$ cat src/rtl/cordic_arg_reducer_if.sv
// Handshake and result bundle for the CORDIC argument reducer.
// The master drives the angle and consumer ready; the slave returns the reduced result.
interface cordic_arg_reducer_if;
  logic        in_valid;
  logic        in_ready;
  logic [31:0] data_in;
  logic        out_valid;
  logic        out_ready;
  logic [31:0] result;
  logic [1:0]  quadrant;
  logic        neg;
  logic        fold;
  logic        invalid;

  modport master (
    output in_valid, data_in, out_ready,
    input  in_ready, out_valid, result, quadrant, neg, fold, invalid
  );

  modport slave (
    input  in_valid, data_in, out_ready,
    output in_ready, out_valid, result, quadrant, neg, fold, invalid
  );
endinterface

$ cat src/rtl/cordic_arg_reducer.sv
// Reduces a float32 angle modulo pi/2 with an 8-step restoring divider (11-cycle latency).
// Define CORDIC_ARGRED_FOLD_EN to reflect reduced angles above pi/4 into [0, pi/4].
module cordic_arg_reducer (
  input logic               clk,
  input logic               reset,
  cordic_arg_reducer_if.slave bus
);

  localparam logic [39:0] C_Q = 40'h01_921F_B544;
`ifdef CORDIC_ARGRED_FOLD_EN
  localparam logic [39:0] C_HALF = C_Q >> 1;
`endif

  typedef enum logic [2:0] {S_IDLE, S_UNPACK, S_DIV, S_PACK, S_DONE} state_t;

  state_t      state_q, state_d;
  logic [31:0] din_q;
  logic [39:0] r_q;
  logic [7:0]  quo_q;
  logic [3:0]  idx_q;
  logic        byp_q, inv_q;
  logic [31:0] result_q;
  logic [1:0]  quadrant_q;
  logic        neg_q, fold_q, invalid_q;

  // Unpack classification of the latched angle.
  logic [7:0]        exp_w;
  logic signed [9:0] e_w;
  logic [4:0]        sh_w;
  logic [39:0]       mag_w;
  logic              invalid_w, bypass_w;

  always_comb begin
    exp_w     = din_q[30:23];
    e_w       = $signed({2'b00, exp_w}) - 10'sd127;
    sh_w      = 5'(e_w + 10'sd9);
    mag_w     = {16'd0, 1'b1, din_q[22:0]} << sh_w;
    invalid_w = (exp_w == 8'hFF) || (e_w >= 10'sd8);
`ifdef CORDIC_ARGRED_FOLD_EN
    // Angles in (pi/4, pi/2) leave the pass-through so they can be reflected.
    bypass_w  = (exp_w == 8'h00) || (e_w < -10'sd1) ||
                ((e_w == -10'sd1) && (mag_w <= C_HALF));
`else
    bypass_w  = (exp_w == 8'h00) || (e_w < 10'sd0) || (mag_w < C_Q);
`endif
  end

  // Remainder normalisation back to float32, truncating.
  logic [32:0] val_w;
  logic        fold_w;
  logic [5:0]  p_w;
  logic [22:0] mant_w;
  logic [31:0] packed_w;

  always_comb begin
    fold_w = 1'b0;
    val_w  = r_q[32:0];
`ifdef CORDIC_ARGRED_FOLD_EN
    if (r_q > C_HALF) begin
      fold_w = 1'b1;
      val_w  = 33'(C_Q - r_q);
    end
`endif
    p_w = 6'd0;
    for (int k = 0; k < 33; k++) begin
      if (val_w[k]) p_w = 6'(k);
    end
    mant_w   = 23'((val_w[31:0] << (6'd32 - p_w)) >> 9);
    packed_w = (val_w == 33'd0) ? 32'd0 : {1'b0, {2'b00, p_w} + 8'd95, mant_w};
  end

  always_comb begin
    state_d = state_q;
    unique case (state_q)
      S_IDLE:   if (bus.in_valid) state_d = S_UNPACK;
      S_UNPACK: state_d = S_DIV;
      S_DIV:    if (idx_q == 4'd0) state_d = S_PACK;
      S_PACK:   state_d = S_DONE;
      S_DONE:   if (bus.out_ready) state_d = S_IDLE;
      default:  state_d = S_IDLE;
    endcase
  end

  always_ff @(posedge clk or posedge reset) begin
    if (reset) begin
      state_q    <= S_IDLE;
      din_q      <= '0;
      r_q        <= '0;
      quo_q      <= '0;
      idx_q      <= '0;
      byp_q      <= 1'b0;
      inv_q      <= 1'b0;
      result_q   <= '0;
      quadrant_q <= '0;
      neg_q      <= 1'b0;
      fold_q     <= 1'b0;
      invalid_q  <= 1'b0;
    end else begin
      state_q <= state_d;
      case (state_q)
        S_IDLE: if (bus.in_valid) din_q <= bus.data_in;
        S_UNPACK: begin
          inv_q <= invalid_w;
          byp_q <= bypass_w && !invalid_w;
          r_q   <= (invalid_w || bypass_w) ? 40'd0 : mag_w;
          quo_q <= 8'd0;
          idx_q <= 4'd7;
        end
        S_DIV: begin
          if (!byp_q && (r_q >= (C_Q << idx_q))) begin
            r_q               <= r_q - (C_Q << idx_q);
            quo_q[idx_q[2:0]] <= 1'b1;
          end
          idx_q <= idx_q - 4'd1;
        end
        S_PACK: begin
          neg_q <= din_q[31];
          if (inv_q) begin
            result_q   <= 32'h7FC0_0000;
            quadrant_q <= 2'd0;
            fold_q     <= 1'b0;
            invalid_q  <= 1'b1;
          end else if (byp_q) begin
            result_q   <= {1'b0, din_q[30:0]};
            quadrant_q <= 2'd0;
            fold_q     <= 1'b0;
            invalid_q  <= 1'b0;
          end else begin
            result_q   <= packed_w;
            quadrant_q <= quo_q[1:0];
            fold_q     <= fold_w;
            invalid_q  <= 1'b0;
          end
        end
        default: ;
      endcase
    end
  end

  assign bus.in_ready  = (state_q == S_IDLE);
  assign bus.out_valid = (state_q == S_DONE);
  assign bus.result    = result_q;
  assign bus.quadrant  = quadrant_q;
  assign bus.neg       = neg_q;
  assign bus.fold      = fold_q;
  assign bus.invalid   = invalid_q;

endmodule
$ cat src/flat_wrapper.sv
// flat-port wrapper written by rule: the top's interface ports become plain ports
module cordic_arg_reducer_flat 
  (clk, reset, bus_in_valid, bus_data_in, bus_out_ready, bus_in_ready, bus_out_valid, bus_result, bus_quadrant, bus_neg, bus_fold, bus_invalid);
  cordic_arg_reducer_if bus_i ();
  input logic clk;
  input logic reset;
  input wire logic [$bits(bus_i.in_valid)-1:0] bus_in_valid;
  input wire logic [$bits(bus_i.data_in)-1:0] bus_data_in;
  input wire logic [$bits(bus_i.out_ready)-1:0] bus_out_ready;
  output wire logic [$bits(bus_i.in_ready)-1:0] bus_in_ready;
  output wire logic [$bits(bus_i.out_valid)-1:0] bus_out_valid;
  output wire logic [$bits(bus_i.result)-1:0] bus_result;
  output wire logic [$bits(bus_i.quadrant)-1:0] bus_quadrant;
  output wire logic [$bits(bus_i.neg)-1:0] bus_neg;
  output wire logic [$bits(bus_i.fold)-1:0] bus_fold;
  output wire logic [$bits(bus_i.invalid)-1:0] bus_invalid;
  assign bus_i.in_valid = bus_in_valid;
  assign bus_i.data_in = bus_data_in;
  assign bus_i.out_ready = bus_out_ready;
  assign bus_in_ready = bus_i.in_ready;
  assign bus_out_valid = bus_i.out_valid;
  assign bus_result = bus_i.result;
  assign bus_quadrant = bus_i.quadrant;
  assign bus_neg = bus_i.neg;
  assign bus_fold = bus_i.fold;
  assign bus_invalid = bus_i.invalid;
  cordic_arg_reducer u_core (.clk(clk), .reset(reset), .bus(bus_i));
endmodule
$ cat config.mk
export PLATFORM = sky130hd
export DESIGN_NAME = cordic_arg_reducer_flat
export DESIGN_NICKNAME = d
export VERILOG_FILES = /design/src/rtl/cordic_arg_reducer_if.sv /design/src/rtl/cordic_arg_reducer.sv /design/src/flat_wrapper.sv
export SDC_FILE = /design/constraint.sdc
export NUM_CORES = 1
export LEC_CHECK = 0
export ABC_CLOCK_PERIOD_IN_PS = 5100
export BUFFER_PORTS_ARGS = -buffer_cell sky130_fd_sc_hd__buf_4
export CORE_MARGIN = 2
export CORE_UTILIZATION = 63
export DETAILED_ROUTE_END_ITERATION = 16
export PLACE_DENSITY = 0.84
export SKIP_CTS_REPAIR_TIMING = 1
export SLEW_MARGIN = 5
export SYNTH_ARGS = -nofsm -noshare
export SYNTH_HDL_FRONTEND = slang
export SYNTH_SLANG_ARGS = --single-unit
$ cat constraint.sdc
create_clock -name clk -period 5.1 [get_ports clk]
set_input_delay 0.51 -clock clk [delete_from_list [all_inputs] [get_ports clk]]
set_output_delay 0.51 -clock clk [all_outputs]
set_load 0.01 [all_outputs]
## Yosys cells after proc, flatten, opt, wreduce, memory -nomap -nowiden

Index checks and enable logic that the tools add are counted.

- Word-level logic and storage cells: 103
- Input bits: 36
- Register bits after elaboration: 125
- Output and inout bits: 39

- Equality and inequality tests: 9
- $add $sub $neg: 6
- Shift-type cells: 3
- Muxes and demuxes: 50
- Order comparisons: 6
- Reductions and logical operators: 17
- Bitwise logic cells: 1

Operators with widths:

| kind | number |
|---|---|
| $mux 40 | 2 |
| $mux 5 | 16 |
| $pmux 40 s2 | 1 |
| $mux 32 | 2 |
| $ge 40x40->1 | 1 |
| $lt 40x33->1 const B | 1 |
| $shl 24x5->40 | 1 |
| $shl 33x4->40 const A | 1 |
| $sub 40x40->40 | 1 |
| $logic_not 33->1 | 1 |
| $mux 4 | 8 |
| $shl 32x6->32 | 1 |
| $mux 31 | 1 |
| $mux 3 | 7 |
| $pmux 8 s2 | 1 |
| $pmux 3 s5 | 1 |
| $ge 9x5->1 const B | 1 |
| $lt 9x1->1 const B | 1 |
| $sub 8x7->9 const B | 1 |
| $add 6x7->8 const B | 1 |
| $eq 8x8->1 const B | 1 |
| $logic_not 8->1 | 1 |
| $mux 2 | 4 |
| $mux 8 | 1 |
| other kinds (23) | 35 |

## Longest topological paths before layout

- Depth after elaboration: 37
- Gate-level depth with buffers: 20
- Depth with buffers taken out: 16

## Worst setup path before layout

Ideal clock, no wire load.

- Path type: register to register
- Start point: reg u_core.r_q[21]
- End point: reg u_core.result_q[15] (netlist: u_core.bus.result[15])
- Path buffers: 6
- Arrival: 4255 ps
- Period minus slack after synthesis: 4375 ps
- Library setup time: 120 ps
- Slack: 725 ps
- Required time: 4980 ps
- Stages on the path, launching flop included: 20
- Cells stage by stage: dfrtp_1 > buf_2 > or3_1 > o211ai_1 > o211a_2 > nor2_4 > inv_2 > buf_4 > buf_2 > ha_1 > nand2b_1 > o21ai_0 > or3_1 > buf_2 > buf_2 > buf_2 > o21a_1 > a2111oi_0 > a41oi_1 > a31o_2

- Cells in the longest elaborated chain, start to end: 17
- Elaborated cells on any way between the ends: 18
- Those cells by class: 1 x add/sub; 1 x shift; 15 x mux; 1 x reduce/logical

RTL lines:

| element | line | source |
|---|---|---|
| start: declaration | cordic_arg_reducer.sv:18 | `logic [39:0] r_q;` |
| start signal: assignment | cordic_arg_reducer.sv:105 | `r_q <= (invalid_w \|\| bypass_w) ? 40'd0 : mag_w;` |
| start signal: assignment | cordic_arg_reducer.sv:111 | `r_q <= r_q - (C_Q << idx_q);` |
| $mux 5 (11 in a row) | cordic_arg_reducer.sv:66 | `if (val_w[k]) p_w = 6'(k);` |
| $mux 6 | cordic_arg_reducer.sv:66 |  |
| $sub 6x6->6 | cordic_arg_reducer.sv:68 | `mant_w = 23'((val_w[31:0] << (6'd32 - p_w)) >> 9);` |
| $shl 32x6->32 | cordic_arg_reducer.sv:68 |  |
| $mux 31 (*) | cordic_arg_reducer.sv:69 | `packed_w = (val_w == 33'd0) ? 32'd0 : {1'b0, {2'b00, p_w} + 8'd95, mant_w};` |
| $mux 32 (*) | cordic_arg_reducer.sv:123 | `end else if (byp_q) begin` |
| $mux 32 (*) | cordic_arg_reducer.sv:118 | `if (inv_q) begin` |
| end signal: assignment | cordic_arg_reducer.sv:124 | `result_q <= {1'b0, din_q[30:0]};` |
| end signal: assignment | cordic_arg_reducer.sv:129 | `result_q <= packed_w;` |
| end: declaration | cordic_arg_reducer.sv:22 | `logic [31:0] result_q;` |

Mark *: on every way between the ends. The rest lies on a longest branch, timed or not.
A chain may end at the register's enable or synchronous reset.

## Worst setup path in the final report

- Start point: reg u_core.r_q[26]
- End point: reg u_core.result_q[15] (netlist: u_core.bus.result[15])

- Cells in the longest elaborated chain, start to end: 12
- Elaborated cells on any way between the ends: 13
- Those cells by class: 1 x add/sub; 1 x shift; 10 x mux; 1 x reduce/logical

RTL lines:

| element | line |
|---|---|
| $mux 5 (6 in a row) | cordic_arg_reducer.sv:66 |
| $mux 6 | cordic_arg_reducer.sv:66 |
| $sub 6x6->6 | cordic_arg_reducer.sv:68 |
| $shl 32x6->32 | cordic_arg_reducer.sv:68 |
| $mux 31 (*) | cordic_arg_reducer.sv:69 |
| $mux 32 (*) | cordic_arg_reducer.sv:123 |
| $mux 32 (*) | cordic_arg_reducer.sv:118 |

Marked as above.

==> impl_metrics.ini <==
[clock_tree]
cts_made_buffers = 17
cts_max_level = 4
cts_tree = built
cts-root-buf = clkbuf_16
cts_num_sinks = 118
worst_skew_pair.late_latency_ns = 0.43
cts_buffer_depth = 2
path_clk_slew_ns = 0.07

[critical_path]
critPathKind = flop to flop
cp_num_buf_inv = 2
slowest_stage = nor3_1
cp-end-kind = flop
startpoint_type = flop
cp_cell_sequence = nand2b_1, a21oi_1, nor3_1, o211a_2, nor2_4, inv_2, ha_1, nand2b_1, o21ai_0, or3_1, buf_4, mux2i_1, mux2i_1, a222oi_1, o21ai_0, a31o_2
crit_arrival_ns = 5.09
cp_top_family = compound AO/OA/AOI/OAI gates
cp.required_ns = 5.43
crit_path_max_incr_delay_ns = 0.74
cp_max_fo = 25

[timing]
finalSetupTns_ns = 0
rsz0062_at_grt = false
timing.hold.ws_ns = 0.2917
tightest_slew_ns = 1.259
fin_crit_ns = 4.765
fmax_mhz = 209.9
hold_viol = 0
drv_slew = 0
max_slew_margin_pct = 15.84
finalSetupViolations = 0
finClkSkew_ns = 0.01438
period_share_pct = 93.43

[finish]
drive_gt1_share_pct = 17.77
areaGrowthSynthToFinish_pct = 10.88
n_antenna_cell = 0
fin_nets = 1580
fill_cells = 1498
final_cells = 1768

[yosys]
synth_async_sr_flop_share_pct = 100.0
syn-mean-instance-area_um2 = 8.206
yosysWarnings = 0
ys.flop_type = dfrtp_1
synth_cells = 1482
ys_seq_area_share_pct = 24.28
ys_ff_latch = 118
yosysUniqueCellTypes = 90
synth_edf_count = 0
netlist_area_um2 = 12160

[global_routing]
grt-ovfl-total = 0
grt_antenna_before_repair = 1
grt_start_max_net_pins = 74
first_global_vias = 11510
grt_pass1_wl_mm = 64.31
grt_util_all_layers_pct = 40.79

[floorplanning]
die_w_um = 142.9
core_area_um2 = 18830
die_h_um = 142.9
rows = 50
start_util_pct = 64.58
num_io_pins = 75
dieArea_um2 = 20430

[routing]
drtIter0Drc = 1702
routed.top_layer = met5
wl_met1_mm = 16.45
ant_nets = 0
dr_wl_met3_mm = 5.114
via_count = 12630
totalWireLength_mm = 41.76
drcViolationCount = 0
drt_first_pass_iters = 9
wl_per_cell_um = 23.62
wl_met2_mm = 18.72
vias_per_cell = 7.141

[run]
drv_cap = 0

[hold_path]
hold_class = input port to async pin

[place]
dp_hpwl_mm = 30.68
place.gp.congestion = 1.009
placed_cells = 1734
io_buffers = 72

[status]
status = completed
==> metal layers <==
metal / GRT usage [%] / vias to the layer above
met4: 13.60 / 2
met2: 62.48 / 858
met5: 0 / -
met1: 55.22 / 6010
met3: 12.44 / 136
li1: - / 5619
==> layout make-up <==
type                            count  area [um2]  area share, %
Multi-Input combinational cell   1197        8518          63.17
Sequential cell                   118        2953          21.90
Timing Repair Buffer              118       928.4          6.884
Clock buffer                       18       429.2          3.182
Tap cell                          260       325.3          2.412
Clock inverter                     14       167.7          1.243
Inverter                           43       163.9          1.215
==> layout by cell type, fill, tap and decap left out, drive strengths merged, types with 16 or more instances in the layout <==
master  netlist  final
a21o         32     32
a21oi       119    119
a31oi        29     29
and2         16     16
and3         21     21
buf          45    117
clkbuf       80     19
dfrtp       118    118
ha           49     49
inv          42     48
mux2         42     42
mux2i        32     32
mux4         48     48
nand2       172    172
nand3        39     39
nor2        122    122
nor3         55     55
o211ai       38     38
o21ai        82     82
xnor2        20     20
xor2         19     19
==> path summary, 6_finish.rpt <==
path / start / end / slack (ns) / depth (start not counted)
worst max-delay path: u_core.r_q[26]$_DFFE_PP0P_ / u_core.bus.result[15]$_DFFE_PP0P_ / 0.34 / 16
worst max register to register: u_core.r_q[26]$_DFFE_PP0P_ / u_core.bus.result[15]$_DFFE_PP0P_ / 0.34 / 16
max in group asynchronous: reset / u_core.r_q[12]$_DFFE_PP0P_ / 3.64 / 3
worst min-delay path: reset / u_core.din_q[15]$_DFFE_PP0P_ / 0.29 / 2
worst min register to register: u_core.bus.invalid$_DFFE_PP0P_ / u_core.bus.invalid$_DFFE_PP0P_ / 0.49 / 2
min in group clk: bus_data_in[24] / u_core.din_q[24]$_DFFE_PP0P_ / 0.29 / 3
==> through the flow <==
stage,util [%],area [um2],setup WS [ns]
2_1_floorplan,-,12170,0.7253
3_3_place_gp,68.27,12860,0.4843
3_5_place_dp,68.27,12860,0.3438
4_1_cts,71.44,13450,0.3338
5_1_grt,71.61,13490,0.07347
6_report,71.61,13490,0.3351
==> cells by family after synthesis <==
group / after synthesis / synth area share [%]
simple gates: 501 / 19.40
compound gates: 484 / 27.08
buf+inv: 168 / 5.885
mux: 122 / 15.41
flops: 118 / 24.28
fa+ha+maj: 49 / 5.041
xor+xnor: 39 / 2.870
other cells: 1 / 0.03083
==> synthesized netlist by cell type (18+ instances only) <==
| library cell | instances | area share (%) |
|---|---|---|
| xor2_1 | 18 | 1.3 |
| o211ai_1 | 38 | 2.3 |
| nand2_1 | 171 | 5.3 |
| dfrtp_1 | 118 | 24 |
| nor3_1 | 53 | 2.2 |
| mux2i_1 | 32 | 2.6 |
| clkbuf_1 | 80 | 2.5 |
| a21oi_1 | 118 | 4.9 |
| a31oi_1 | 28 | 1.4 |
| nand3_1 | 39 | 1.6 |
| mux2_2 | 42 | 3.9 |
| inv_1 | 40 | 1.2 |
| mux4_2 | 48 | 8.9 |
| ha_1 | 49 | 5.0 |
| and3_1 | 21 | 1.1 |
| a21o_1 | 32 | 2.0 |
| o21ai_0 | 77 | 3.2 |
| nor2_1 | 120 | 3.7 |
| xnor2_1 | 20 | 1.4 |
| buf_2 | 26 | 1.1 |
==> worst register-to-register path, stage by stage, from the launching register on <==
cell	delay [ns]
dfrtp_1	0.53
nand2b_1	0.16
a21oi_1	0.07
nor3_1	0.74
o211a_2	0.62
nor2_4	0.08
inv_2	0.07
ha_1	0.23
nand2b_1	0.17
o21ai_0	0.16
or3_1	0.38
buf_4	0.25
mux2i_1	0.21
mux2i_1	0.12
a222oi_1	0.46
o21ai_0	0.14
a31o_2	0.27
==> sequential cells by signal, indices dropped and copies added (netlist names) <==
name                 flops
u_core.bus.invalid       1
u_core.bus.neg           1
u_core.state_q           3
u_core.quo_q             2
u_core.idx_q             4
u_core.byp_q             1
u_core.bus.quadrant      2
u_core.bus.result       31
u_core.r_q              40
u_core.din_q            32
u_core.inv_q             1
Power is left out: the tool's default activity adds up to more than one toggle a clock period on the data nets, which glitch-free logic cannot reach.
